**config.mk**
```make
export PLATFORM = sky130hd
export DESIGN_NAME = ram_arbiter
export DESIGN_NICKNAME = d
export VERILOG_FILES = /design/src/rtl/ram_arb_pkg.sv /design/src/rtl/rr_arb2.sv /design/src/rtl/ram_arbiter.sv
export SDC_FILE = /design/constraint.sdc
export NUM_CORES = 1
export LEC_CHECK = 0
export ABC_AREA = 1
export CORE_AREA = 2 2 132 134
export DETAILED_ROUTE_END_ITERATION = 8
export DIE_AREA = 0 0 134 136
export DONT_BUFFER_PORTS = 1
export PLACE_DENSITY = 0.4
export SYNTH_ARGS = -nofsm -noshare
export SYNTH_HDL_FRONTEND = slang
export SYNTH_SLANG_ARGS = --single-unit
```
**constraint.sdc**
```tcl
create_clock -name clk -period 1.5 [get_ports clk]
set_input_delay 0.3 -clock clk [delete_from_list [all_inputs] [get_ports clk]]
set_output_delay 0.3 -clock clk [all_outputs]
set_load 0.02 [all_outputs]
```
**src/rtl/ram_arb_pkg.sv**
```systemverilog
// Shared constants and state encoding for the RAM arbiter slice.
// Latency: n/a (types and constants only).
// Backpressure: n/a.
package ram_arb_pkg;

    localparam int DEF_ADDR_W = 5;
    localparam int DEF_DATA_W = 32;

    // Requester indices, also used as bit positions in req/grant vectors
    localparam int REQ_A = 0;
    localparam int REQ_B = 1;

    typedef enum logic [1:0] {
        ST_INIT   = 2'd0,
        ST_IDLE   = 2'd1,
        ST_ACCESS = 2'd2,
        ST_RESP   = 2'd3
    } state_e;

endpackage

```
**src/rtl/rr_arb2.sv**
```systemverilog
// Two-way round-robin pick with a registered priority pointer.
// Latency: grant is combinational from req; the pointer updates on the clock edge when advance is high.
// Backpressure: none; the caller decides when a pick is consumed via advance.
module rr_arb2
    import ram_arb_pkg::*;
(
    input  logic       clk,
    input  logic       rst_n,
    input  logic [1:0] req,
    input  logic       advance,
    output logic [1:0] grant
);

    // Index of the requester that wins a tie
    logic ptr_q;
    logic ptr_d;

    // One-hot pick: a lone requester always wins, a tie goes to the pointer
    always_comb begin
        grant = 2'b00;
        case (req)
            2'b01:   grant = 2'b01;
            2'b10:   grant = 2'b10;
            2'b11:   grant = ptr_q ? 2'b10 : 2'b01;
            default: grant = 2'b00;
        endcase
    end

    // After any consumed grant the other requester gets priority
    always_comb begin
        ptr_d = ptr_q;
        if (advance && (grant != 2'b00)) begin
            ptr_d = grant[REQ_A];
        end
    end

    // Pointer register, A first out of reset
    always_ff @(posedge clk) begin
        if (!rst_n) begin
            ptr_q <= 1'(REQ_A);
        end else begin
            ptr_q <= ptr_d;
        end
    end

endmodule

```
**src/rtl/ram_arbiter.sv**
```systemverilog
// Two-requester round-robin arbiter/sequencer owning the single-port RAM pins; optional RAM_INIT_EN zero-fills the RAM after reset.
// Latency: gnt one cycle after req is sampled in IDLE; write lands 1 cycle after gnt; read rvalid 3 cycles after gnt.
// Backpressure: requesters hold req/we/addr/wdata until their gnt pulse; one access in flight, no queueing.
module ram_arbiter
    import ram_arb_pkg::*;
#(
    parameter int ADDR_W = DEF_ADDR_W,
    parameter int DATA_W = DEF_DATA_W
) (
    input  logic              clk,
    input  logic              rst_n,
    input  logic              a_req,
    input  logic              a_we,
    input  logic [ADDR_W-1:0] a_addr,
    input  logic [DATA_W-1:0] a_wdata,
    output logic              a_gnt,
    output logic              a_rvalid,
    output logic [DATA_W-1:0] a_rdata,
    input  logic              b_req,
    input  logic              b_we,
    input  logic [ADDR_W-1:0] b_addr,
    input  logic [DATA_W-1:0] b_wdata,
    output logic              b_gnt,
    output logic              b_rvalid,
    output logic [DATA_W-1:0] b_rdata,
    output logic              ram_ena,
    output logic              ram_wena,
    output logic [ADDR_W-1:0] ram_addr,
    output logic [DATA_W-1:0] ram_wdata,
    input  logic [DATA_W-1:0] ram_rdata,
    output logic              busy
);

    state_e            state_q;
    state_e            state_d;
    logic [1:0]        gnt_q;
    logic [1:0]        rvalid_q;
    logic              we_q;        // direction of the access in flight
    logic              owner_q;     // requester index owning the access in flight
    logic [DATA_W-1:0] a_rdata_q;
    logic [DATA_W-1:0] b_rdata_q;
    logic              ram_ena_q;
    logic              ram_wena_q;
    logic [ADDR_W-1:0] ram_addr_q;
    logic [DATA_W-1:0] ram_wdata_q;
    logic              busy_q;
    logic [1:0]        pick;
    logic              arb_en;
`ifdef RAM_INIT_EN
    logic [ADDR_W-1:0] init_cnt_q;
    logic              init_last_q; // the top address has been issued
`endif

    // Next state; the gnt cycle itself is spent in IDLE with gnt_q set
    always_comb begin
        state_d = state_q;
        case (state_q)
`ifdef RAM_INIT_EN
            ST_INIT:   state_d = init_last_q ? ST_IDLE : ST_INIT;
`endif
            ST_IDLE:   state_d = (gnt_q != 2'b00) ? ST_ACCESS : ST_IDLE;
            ST_ACCESS: state_d = we_q ? ST_IDLE : ST_RESP;
            ST_RESP:   state_d = ST_IDLE;
            default:   state_d = ST_IDLE;
        endcase
    end

    // Arbitrate whenever the next cycle is IDLE, so a grant can show in that IDLE cycle
    assign arb_en = (state_d == ST_IDLE);

    rr_arb2 u_rr_arb2 (
        .clk     (clk),
        .rst_n   (rst_n),
        .req     ({b_req, a_req}),
        .advance (arb_en),
        .grant   (pick)
    );

    // State, grant, RAM drive and response registers; RAM pins follow state_d so they line up with state_q
    always_ff @(posedge clk) begin
        if (!rst_n) begin
`ifdef RAM_INIT_EN
            state_q     <= ST_INIT;
            init_cnt_q  <= '0;
            init_last_q <= 1'b0;
`else
            state_q     <= ST_IDLE;
`endif
            gnt_q       <= 2'b00;
            rvalid_q    <= 2'b00;
            we_q        <= 1'b0;
            owner_q     <= 1'b0;
            a_rdata_q   <= '0;
            b_rdata_q   <= '0;
            ram_ena_q   <= 1'b0;
            ram_wena_q  <= 1'b0;
            ram_addr_q  <= '0;
            ram_wdata_q <= '0;
            busy_q      <= 1'b0;
        end else begin
            state_q    <= state_d;
            busy_q     <= (state_d != ST_IDLE);
            ram_ena_q  <= (state_d != ST_IDLE);
            ram_wena_q <= (state_d == ST_INIT) || ((state_d == ST_ACCESS) && we_q);
            gnt_q      <= arb_en ? pick : 2'b00;

            // Latch the winner's command; later changes on its inputs are ignored
            if (arb_en && (pick != 2'b00)) begin
                owner_q     <= pick[REQ_B];
                we_q        <= pick[REQ_B] ? b_we    : a_we;
                ram_addr_q  <= pick[REQ_B] ? b_addr  : a_addr;
                ram_wdata_q <= pick[REQ_B] ? b_wdata : a_wdata;
            end

`ifdef RAM_INIT_EN
            // One zero write per cycle, counter wraps back to 0 after the top address
            if (state_d == ST_INIT) begin
                ram_addr_q  <= init_cnt_q;
                ram_wdata_q <= '0;
                init_cnt_q  <= init_cnt_q + 1'b1;
                init_last_q <= (init_cnt_q == {ADDR_W{1'b1}});
            end
`endif

            // Capture read data at the end of RESP and route it to the owner
            rvalid_q <= 2'b00;
            if (state_q == ST_RESP) begin
                if (owner_q) begin
                    b_rdata_q       <= ram_rdata;
                    rvalid_q[REQ_B] <= 1'b1;
                end else begin
                    a_rdata_q       <= ram_rdata;
                    rvalid_q[REQ_A] <= 1'b1;
                end
            end
        end
    end

    assign a_gnt     = gnt_q[REQ_A];
    assign b_gnt     = gnt_q[REQ_B];
    assign a_rvalid  = rvalid_q[REQ_A];
    assign b_rvalid  = rvalid_q[REQ_B];
    assign a_rdata   = a_rdata_q;
    assign b_rdata   = b_rdata_q;
    assign ram_ena   = ram_ena_q;
    assign ram_wena  = ram_wena_q;
    assign ram_addr  = ram_addr_q;
    assign ram_wdata = ram_wdata_q;
    assign busy      = busy_q;

endmodule

```
== Yosys cells after proc, flatten, opt, wreduce, memory -nomap -nowiden ==
Index checks and enable logic that the tools add are counted.

* Flip-flop bits (word level): 112
* Input bits: 112
* Output and inout bits: 108
* Word-level logic and storage cells: 42

* Equal/unequal tests: 9
* Muxes and demuxes: 10
* Bitwise logic cells: 1
* Reduce and logical (&&, ||, !) cells: 10

{| class="wikitable"
|+ Operators by type and width
! cell !! number
|-
| 32-bit 2-to-1 mux || 1
|-
| 2-bit equality test (second input constant) || 5
|-
| 2-bit AND reduction || 4
|-
| 2-bit by 1-bit equality test with 1-bit output (second input constant) || 3
|-
| 2-bit 2-to-1 mux || 3
|-
| 2-bit case mux with 3 select lines || 1
|-
| 5-bit 2-to-1 mux || 1
|-
| 2-bit case mux with 2 select lines || 1
|-
| 2-bit nonzero test || 2
|-
| 1-bit 2-to-1 mux || 3
|-
| 1-bit logical AND || 2
|-
| 2-bit zero test || 1
|-
| 2-bit by 1-bit inequality test with 1-bit output (second input constant) || 1
|-
| 1-bit logical OR || 1
|-
| 1-bit NOT || 1
|}

== Longest topological paths before layout ==
Gate-level depths: netlist of the first run.

* Depth in word-level cells: 6
* Depth in mapped cells: 10
* Gate-level depth less buffers: 10

== Cells and area by module ==
A second synthesis of the first run with hierarchy kept.

* Cell total of the unflattened synthesis: 703
* Area total of the unflattened synthesis: 4868.4 um2

{| class="wikitable"
|+ By module, submodules not included
! module !! times used !! cells each !! area an instance (um2) !! sequential area each (um2)
|-
| ram_arbiter || 1 || 694 || 4804.6 || 2222.1
|-
| rr_arb2 || 1 || 9 || 63.8 || 20.0
|}

== Worst setup path after synthesis of the first run ==
OpenSTA, ideal clock, no wires.

* Path type: register to register
* Start: register state_q[0]
* End: register ram_addr_q[0] (netlist: ram_addr[0])
* Setup time: 0.113 ns
* Data arrival time: 1.307 ns
* Data required time: 1.387 ns
* Setup slack: 0.081 ns
* Cell stages (with the launch flop): 10
* Buffers on the path: 2
* Period minus slack after synthesis: 1.419 ns
* Path through: dfxtp_1 -> inv_1 -> ha_1 -> nor2_1 -> nand2_1 -> nand3_2 -> buf_6 -> buf_6 -> nor2_1 -> nor2_1

* Longest elaborated chain between the ends: 4
* Elaborated cells between the ends (all ways): 5
* Classes of those cells: eq/ne: 3; mux: 1; reduce/logical: 1

{| class="wikitable"
|+ Ends and longest elaborated chain
! element !! line !! RTL
|-
| start: declaration || ram_arbiter.sv:34 || <nowiki>state_e state_q;</nowiki>
|-
| start signal: assignment || ram_arbiter.sv:101 || <nowiki>state_q <= state_d;</nowiki>
|-
| 2-bit equality test / 2-bit by 1-bit equality test with 1-bit output (equally long branches) || ram_arbiter.sv:57 || <nowiki>case (state_q)</nowiki>
|-
| 2-bit case mux with 2 select lines (*) || ram_arbiter.sv:57 ||
|-
| 2-bit by 1-bit equality test with 1-bit output (*) || ram_arbiter.sv:69 || <nowiki>assign arb_en = (state_d == ST_IDLE);</nowiki>
|-
| 1-bit logical AND (*) || ram_arbiter.sv:108 || <nowiki>if (arb_en && (pick != 2'b00)) begin</nowiki>
|-
| end signal: assignment || ram_arbiter.sv:111 || <nowiki>ram_addr_q <= pick[REQ_B] ? b_addr : a_addr;</nowiki>
|-
| end: declaration || ram_arbiter.sv:44 || <nowiki>logic [ADDR_W-1:0] ram_addr_q;</nowiki>
|}

Mark *: on every way between the ends. The rest lies on a longest branch, timed or not.
A chain may end at the register's enable or synchronous reset.

== Worst setup path in the final report of the first run ==
* Start: register state_q[0]
* End: register ram_wdata_q[18] (netlist: ram_wdata[18])

* Longest elaborated chain between the ends: 4
* Elaborated cells between the ends (all ways): 5
* Classes of those cells: eq/ne: 3; mux: 1; reduce/logical: 1

{| class="wikitable"
|+ Ends and longest elaborated chain
! element !! line !! RTL
|-
| 2-bit equality test / 2-bit by 1-bit equality test with 1-bit output (equally long branches) || ram_arbiter.sv:57 ||
|-
| 2-bit case mux with 2 select lines (*) || ram_arbiter.sv:57 ||
|-
| 2-bit by 1-bit equality test with 1-bit output (*) || ram_arbiter.sv:69 ||
|-
| 1-bit logical AND (*) || ram_arbiter.sv:108 ||
|-
| end signal: assignment || ram_arbiter.sv:112 || <nowiki>ram_wdata_q <= pick[REQ_B] ? b_wdata : a_wdata;</nowiki>
|-
| end: declaration || ram_arbiter.sv:45 || <nowiki>logic [DATA_W-1:0] ram_wdata_q;</nowiki>
|}

Marked as above.

==> results by group, run 1 <==
Drt
  – Post-detailed-route via-to-cell ratio: 4.37
  – Number of violations reported at the end of detailed-routing iteration 0: 143
  – Routed length per placed instance: 14.4 um
  – Final wirelength: 13,300 um
  – TritonRoute pass-1 iters: 4
  – DRC: 0
  – Via total after detailed routing: 4,036
  – Antenna Violating Nets Remaining: 0

Power
  – Reported net switching power: 5.57 mW
  – IR Drop Worst-Case VDD: 1070 uV
  – Combinational share of power: 0.425
  – Cell area power density: 2380 nW/um^2
  – Share of total power consumed by net switching: 0.416
  – Internal Pwr Total: 7.81 mW
  – Share of power burned in the clock network: 0.188
  – Sequential group share of total power: 0.387
  – Leak pwr: 2.62 nW

Placed design
  – Total of buffers placed on input and output ports: 0
  – Total placed cells including tap cells: 896
  – Placer congestion estimate: 0.702
  – Area after DPL: 4870 um^2
  – Pre-CTS WS: -0.0245 ns
  – Half-perimeter wire length of the detailed placement result: 8380 um

Worst hold path
  – Worst min-delay path startpoint: rst_n
  – Min-Delay Path Class: input pin to flip-flop
  – Worst-case hold path end point: a_rdata[12]$_SDFFE_PN0P_
  – Min-Delay Path Depth: 2

Synthesis
  – Top cells by count, synth: nor2_1, nand2_1, dfxtp_1, o21ai_0, inv_1
  – Instance count of the mapped netlist: 695
  – Area fraction in compound gates after synthesis: 0.0727
  – Adder-Cell Fraction of Synth Area: 0.00814
  – Sequential cell area fraction in the yosys report: 0.486
  – Number of synthesized register bits: 112
  – Synthesized area divided by synthesized cell count: 6.63 um^2
  – Cell with the most instances after synthesis: nor2_1
  – Top cells by area in the synthesized netlist: dfxtp_1, nor2_1, nand2_1, o21ai_0, inv_1
  – Synth top area share: 0.486
  – Main combinational cell family by area after synthesis: simple AND/OR/NAND/NOR gates
  – Post-synth ARST share: 0
  – Synth warnings: 0
  – Simple-Gate Fraction of Synth Area: 0.345
  – Cell taking the most area after synthesis: dfxtp_1
  – Syn_nets: 810
  – Post-synthesis cell type count: 17
  – Mux contribution to synthesized area: 0
  – Count of flip-flops with a built-in enable after synthesis: 0
  – Post-synthesis cell area: 4610 um^2
  – Fraction of synthesized cell area in xor and xnor cells: 0
  – Most common flop cell mapped by yosys: dfxtp_1

Setup path
  – Max Fanout on Critical Path: 12
  – Required time of the critical path: 1.74 ns
  – Critical Path Source Type: flip-flop
  – Worst path arrival time: 1.74 ns
  – Top cell by count, worst path: nor2_1
  – Logic depth of the worst register-to-register path: 10
  – Crit path max-delay cell type: dfxtp_2
  – Worst path max stage delay: 0.33 ns
  – Critical register-to-register path startpoint: state_q[0]$_SDFF_PN1_
  – Critical Path End Type: flip-flop
  – Endpoint of the worst-slack reg-to-reg timing path: ram_wdata[18]$_SDFFE_PN0P_
  – Series of cell instances along the critical path: buf_6, ha_4, o21ai_2, nand2_1, nand2_2, nand3_4, buf_12, clkbuf_16, nor2_1, nor2_1
  – Worst setup slack for register-to-register paths: 0.003 ns
  – WS Path Type: flip-flop to flip-flop

Clock tree
  – Clk root buf: clkbuf_16
  – Cts-stage hold buffer count: 0
  – Clock Path Buffers: 2
  – CTS tree: done
  – Cts bufs inserted: 9
  – TritonCTS sink count: 112
  – H-Tree Depth: 3
  – Clock slew seen by the registers of the worst setup and hold paths: 0.08 ns
  – Clk_lat worst skew: 0.35 ns

Timing
  – Min Tclk post-route: 1.50 ns
  – Number of max-slew violations in the final report: 0
  – Final Hold Fails: 0
  – Post-Route Skew: 0.0104 ns
  – Part of the cycle the worst path needs: 0.998
  – Setup ws final: 0.00280 ns
  – Final setup TNS: 0 ns
  – Setup violation total in the final timing report: 0
  – Tightest Pin Transition: 0.419 ns
  – Maximum clock frequency: 668 MHz
  – RSZ-0062 raised after global routing: true
  – WHS: 0.0796 ns
  – Normalized max-slew margin: 0.720

Layout
  – Post-route standard cell area excluding fillers: 5610 um^2
  – Area used by multi-input combinational logic: 2130 um^2
  – Layout cell share with drive strength beyond 1: 0.132
  – Final standard cell count with taps included and fillers excluded: 924
  – Layout overhead on the synthesized area: 21.7%
  – # fillers: 1,860
  – Final #Nets: 809
  – Antenna Cells: 0
  – Register Area: 2250 um^2

GRT
  – Total global routing track utilization: 0.133
  – Number of antenna violations at the first check in global routing: 0
  – Number of global-route vias before repair: 3,736
  – Pin count of the biggest net entering global routing: 108
  – Global-route wire length before repair: 19,100 um
  – Total congestion overflow: 0

Floorplan
  – Number of top-level pins: 220
  – Starting density of the core: 0.273
  – Number of standard-cell rows in the floorplan: 48
  – Core Footprint: 16,900 um^2
  – Chip Height: 136 um
  – Die outline area: 18,200 um^2
  – Floorplan die width: 134 um

Flow run
  – Maximum capacitance violations: 0

Run status
  – Outcome: finished, final reports clean
repair_timing:
action                     CTS  global route
cloned                       1             9
setup endpoints to repair   24            41
pin swaps                    0            11
buffers inserted             0             2
gates resized for setup      4            51
logic make-up after synthesis:
| group | count (synthesis) |
|---|---|
| buffers and inverters | 92 |
| adders and majority gates | 3 |
| AOI/OAI and AO/OA | 67 |
| and+or+nand+nor | 421 |
| DFF | 112 |
layer usage:
layer / wire [um] / part of all wire / GRT usage
met1: 5290 / 0.40 / 0.147
met2: 6270 / 0.47 / 0.222
met3: 1560 / 0.12 / 0.0638
met4: 138 / 0.010 / 0.0532
met5: 0 / 0 / 0
through the flow:
step                      utilization  total power [mW]
after floorplan                     -              7.81
after global placement          0.289              8.67
after detailed placement        0.289              8.77
after CTS                       0.310              11.6
after global routing            0.333              14.4
final                           0.333              13.4
how the worst max path moves through the flow:
stage	depth (start not counted)	to	start
detailed placement	9	ram_addr[4]$_SDFFE_PN0P_	state_q[0]$_SDFF_PN1_
global placement	9	we_q$_SDFFE_PN0P_	state_q[0]$_SDFF_PN1_
finish	10	ram_wdata[18]$_SDFFE_PN0P_	state_q[0]$_SDFF_PN1_
CTS	9	ram_wdata[20]$_SDFFE_PN0P_	state_q[0]$_SDFF_PN1_
floorplan	9	ram_addr[0]$_SDFFE_PN0P_	state_q[0]$_SDFF_PN1_
global route	10	u_rr_arb2.ptr_q$_SDFFE_PN0P_	state_q[0]$_SDFF_PN1_
layout by cell type, fill, tap and decap left out, types with 2 or more instances in the layout:
master and n:
dfxtp_1 110, nor2_2 18, o21ai_0 65, buf_12 6, inv_2 2, nand2_4 4, nand2_2 14, nor2_1 192
nand2_1 187, buf_6 3, nor2_4 3, inv_1 49, buf_4 12, ha_4 2, clkinv_4 2, clkbuf_16 16
sequential cells by signal, summed over array words and instances (netlist names):
name             cells
a_rdata             32
b_rdata             32
ram_wdata           32
ram_addr             5
gnt_q                2
rvalid_q             2
state_q              2
busy                 1
owner_q              1
ram_wena             1
u_rr_arb2.ptr_q      1
we_q                 1
worst max-delay path: cells and delay by family (launching register included):
family	cells	cell delay [ns]
AOI/OAI and AO/OA	1	0.04
adders and majority gates	1	0.15
buffers and inverters	3	0.45
DFF	1	0.33
and+or+nand+nor	5	0.41
area by class of cell:
class,count,share of cell area
clock buffers,10,0.0426
clock inverters,6,0.0134
inverters,51,0.0341
multi-input cells,491,0.380
flip-flops and latches,112,0.400
well taps,225,0.0502
repair buffers,29,0.0796
power by group through the flow:
| stage | combinational (mW) | sequential (mW) | clock [mW] |
|---|---|---|---|
| final | 5.68 | 5.18 | 2.52 |
| after global routing | 6.35 | 5.28 | 2.75 |
| after CTS | 3.81 | 5.19 | 2.62 |
| after detailed placement | 3.53 | 5.24 | 0 |
| after global placement | 3.42 | 5.25 | 0 |
| after floorplan | 2.77 | 5.04 | 0 |
Power figures use the tool's default switching activity.
==> inputs of run 2 (changes only) <==
--- a/config.mk
+++ b/config.mk
@@ -8,2 +8,3 @@
 export ABC_AREA = 1
+export CAP_MARGIN = 20
 export CORE_AREA = 2 2 132 134
--- a/constraint.sdc
+++ b/constraint.sdc
@@ -3,2 +3,2 @@
 set_output_delay 0.3 -clock clk [all_outputs]
-set_load 0.02 [all_outputs]
+set_load 0.01 [all_outputs]
==> run 2 against run 1 <==
The run now ends with setup timing left. Core utilization shrank 0.096 points. Final cell count is the same. Clock power is essentially flat. Sequential power shrank 10%. Clock skew is essentially flat. Via count shrank 0.15%. Power shrank 4.3%. Register-to-register slack is essentially flat. Non-clock buffer count is the same. Critical endpoint is now ram_wdata[3]$_SDFFE_PN0P_.
==> results by group, run 2 (same netlist as run 1, synthesis figures left out) <==
Clock tree
  – Clock Path Buffers: 2 (unchanged)
  – Clk root buf: clkbuf_16
  – Cts bufs inserted: 9 (unchanged)
  – CTS tree: done
  – Clock slew seen by the registers of the worst setup and hold paths: 0.08 ns (about the same)
  – Cts-stage hold buffer count: 0 (unchanged)
  – Clk_lat worst skew: 0.35 ns (about the same)
  – TritonCTS sink count: 112 (unchanged)
  – H-Tree Depth: 3 (unchanged)

Drt
  – Met3 wire length: 1570 um (+0.64%)
  – DRC: 0 (unchanged)
  – Routed length per placed instance: 14.4 um (about the same)
  – Max layer used: met4
  – Met1 layer wirelength in the final routing: 5270 um (-0.51%)
  – TritonRoute pass-1 iters: 4 (unchanged)
  – Via total after detailed routing: 4,030 (-0.15%)
  – Length of routed met2 wiring: 6330 um (+0.83%)
  – Post-detailed-route via-to-cell ratio: 4.36 (-0.15%)
  – Antenna Violating Nets Remaining: 0 (unchanged)
  – Final wirelength: 13,300 um (about the same)
  – Number of violations reported at the end of detailed-routing iteration 0: 126 (-12%)

GRT
  – Total congestion overflow: 0 (unchanged)
  – Number of global-route vias before repair: 3,736 (unchanged)
  – Number of antenna violations at the first check in global routing: 0 (unchanged)
  – Pin count of the biggest net entering global routing: 108 (unchanged)
  – Total global routing track utilization: 0.133 (unchanged)
  – Global-route wire length before repair: 19,100 um (unchanged)

Setup path
  – Top cell by count, worst path: nor2_1
  – Critical Path End Type: flip-flop
  – Critical register-to-register path startpoint: state_q[0]$_SDFF_PN1_
  – Worst path max stage delay: 0.33 ns (about the same)
  – Worst path arrival time: 1.75 ns (about the same)
  – Family with the most delay on the worst path: buffers and inverters
  – Buffering stage count on the worst path with inverters included: 3 (unchanged)
  – Startpoint of the most critical setup path: state_q[0]$_SDFF_PN1_
  – Max Fanout on Critical Path: 12 (unchanged)
  – WS Path Type: flip-flop to flip-flop
  – Series of cell instances along the critical path: buf_6, ha_4, o21ai_2, nand2_1, nand2_2, nand3_4, buf_12, clkbuf_16, nor2_1, nor2_1
  – Required time of the critical path: 1.75 ns (about the same)
  – Crit path max-delay cell type: dfxtp_2
  – Critical Path Source Type: flip-flop

Run status
  – Violations in the final reports: setup timing
  – Outcome: finished, violations left

Timing
  – Part of the cycle the worst path needs: 1.01 (+0.00725)
  – Normalized max-slew margin: 0.734 (+0.0143)
  – RSZ-0062 raised after global routing: true
  – Setup violation total in the final timing report: 6 (+6)
  – Maximum clock frequency: 663 MHz (-0.72%)
  – Final Hold Fails: 0 (unchanged)
  – Number of max-slew violations in the final report: 0 (unchanged)
  – Tightest Pin Transition: 0.399 ns (-0.0209 ns)
  – WHS: 0.0801 ns (+0.000430 ns)
  – Post-Route Skew: 0.0104 ns (+0.0000569 ns)
  – Min Tclk post-route: 1.51 ns (+0.0109 ns)
  – Setup ws final: -0.00808 ns (-0.0109 ns)

Placed design
  – Half-perimeter wire length of the detailed placement result: 8380 um (unchanged)
  – Placer congestion estimate: 0.702 (unchanged)
  – Total of buffers placed on input and output ports: 0 (unchanged)
  – Area after DPL: 4870 um^2 (unchanged)
  – Total placed cells including tap cells: 896 (unchanged)

Layout
  – Layout overhead on the synthesized area: 21.4%
  – Most frequent standard cell in the layout excluding fill and tap cells: nor2_1
  – Antenna Cells: 0 (unchanged)
  – Final standard cell count with taps included and fillers excluded: 924 (unchanged)
  – Highest-count cells in the layout ignoring fill and taps: nor2_1, nand2_1, dfxtp_1
  – Final #Nets: 809 (unchanged)
  – Layout cell share with drive strength beyond 1: 0.122 (-0.0100)
  – Post-route standard cell area excluding fillers: 5600 um^2 (-0.29%)

Floorplan
  – Die outline area: 18,200 um^2 (unchanged)
  – Number of top-level pins: 220 (unchanged)
  – Chip Height: 136 um (unchanged)
  – Starting density of the core: 0.273 (unchanged)
  – Core Footprint: 16,900 um^2 (unchanged)
  – Floorplan die width: 134 um (unchanged)
  – Number of standard-cell rows in the floorplan: 48 (unchanged)

Power
  – Cell area power density: 2290 nW/um^2 (-4.0%)
  – IR Drop Worst-Case VDD: 1010 uV (-5.4%)
  – Leak pwr: 2.62 nW (about the same)

Worst hold path
  – Min-Delay Path Class: input pin to flip-flop
  – Worst min-delay path startpoint: rst_n

Flow run
  – Maximum capacitance violations: 0 (unchanged)
[run 2: cell counts in the layout (fill, tap and decap cells not counted)]
Identical to the previous run, type by type.
[run 2: path summary, 6_finish.rpt]
path,end,slack (ns),cells past startpoint
worst max-delay path,ram_wdata[3]$_SDFFE_PN0P_,-0.008,10
worst min-delay path,a_rdata[12]$_SDFFE_PN0P_,0.08,2
worst max register to register,ram_wdata[3]$_SDFFE_PN0P_,-0.008,10
worst min register to register,ram_wena$_SDFF_PN0_,0.49,2
[run 2: layout make-up]
class	count	area (um^2)
Sequential cell	112	2240
Tap cell	225	282
Timing Repair Buffer	29	450
Clock buffer	10	239
Inverter	51	191
Clock inverter	6	75.1
Multi-Input combinational cell	491	2110
Fill cell	1856	11300
[run 2: power breakdown]
part	internal (mW)	switching, mW	total [mW]
combinational	2.68	2.95	5.63
sequential	3.77	0.885	4.66
clock	1.37	1.15	2.52
[run 2: repair_timing]
action | CTS | global route
setup endpoints to repair | 24 | 41
buffers inserted | 0 | 2
resized for setup | 4 | 44
pin swaps | 0 | 10
gates cloned | 1 | 9
[run 2: metrics by stage]
step	total power, mW	setup slack [ns]	setup TNS (ns)	util
global route	13.8	-0.101	-3.19	0.332
finish	12.8	-0.00808	-0.0185	0.332
CTS	11.1	-0.0181	-0.144	0.310
floorplan	7.27	0.0807	0	-
global placement	8.14	0.0161	0	0.289
detailed placement	8.24	-0.0245	-0.0593	0.289
[run 2: metal layers]
metal	GRT usage	vias up
li1	-	2086
met1	0.147	1785
met2	0.222	149
met3	0.0638	10
met4	0.0532	0
met5	0	-
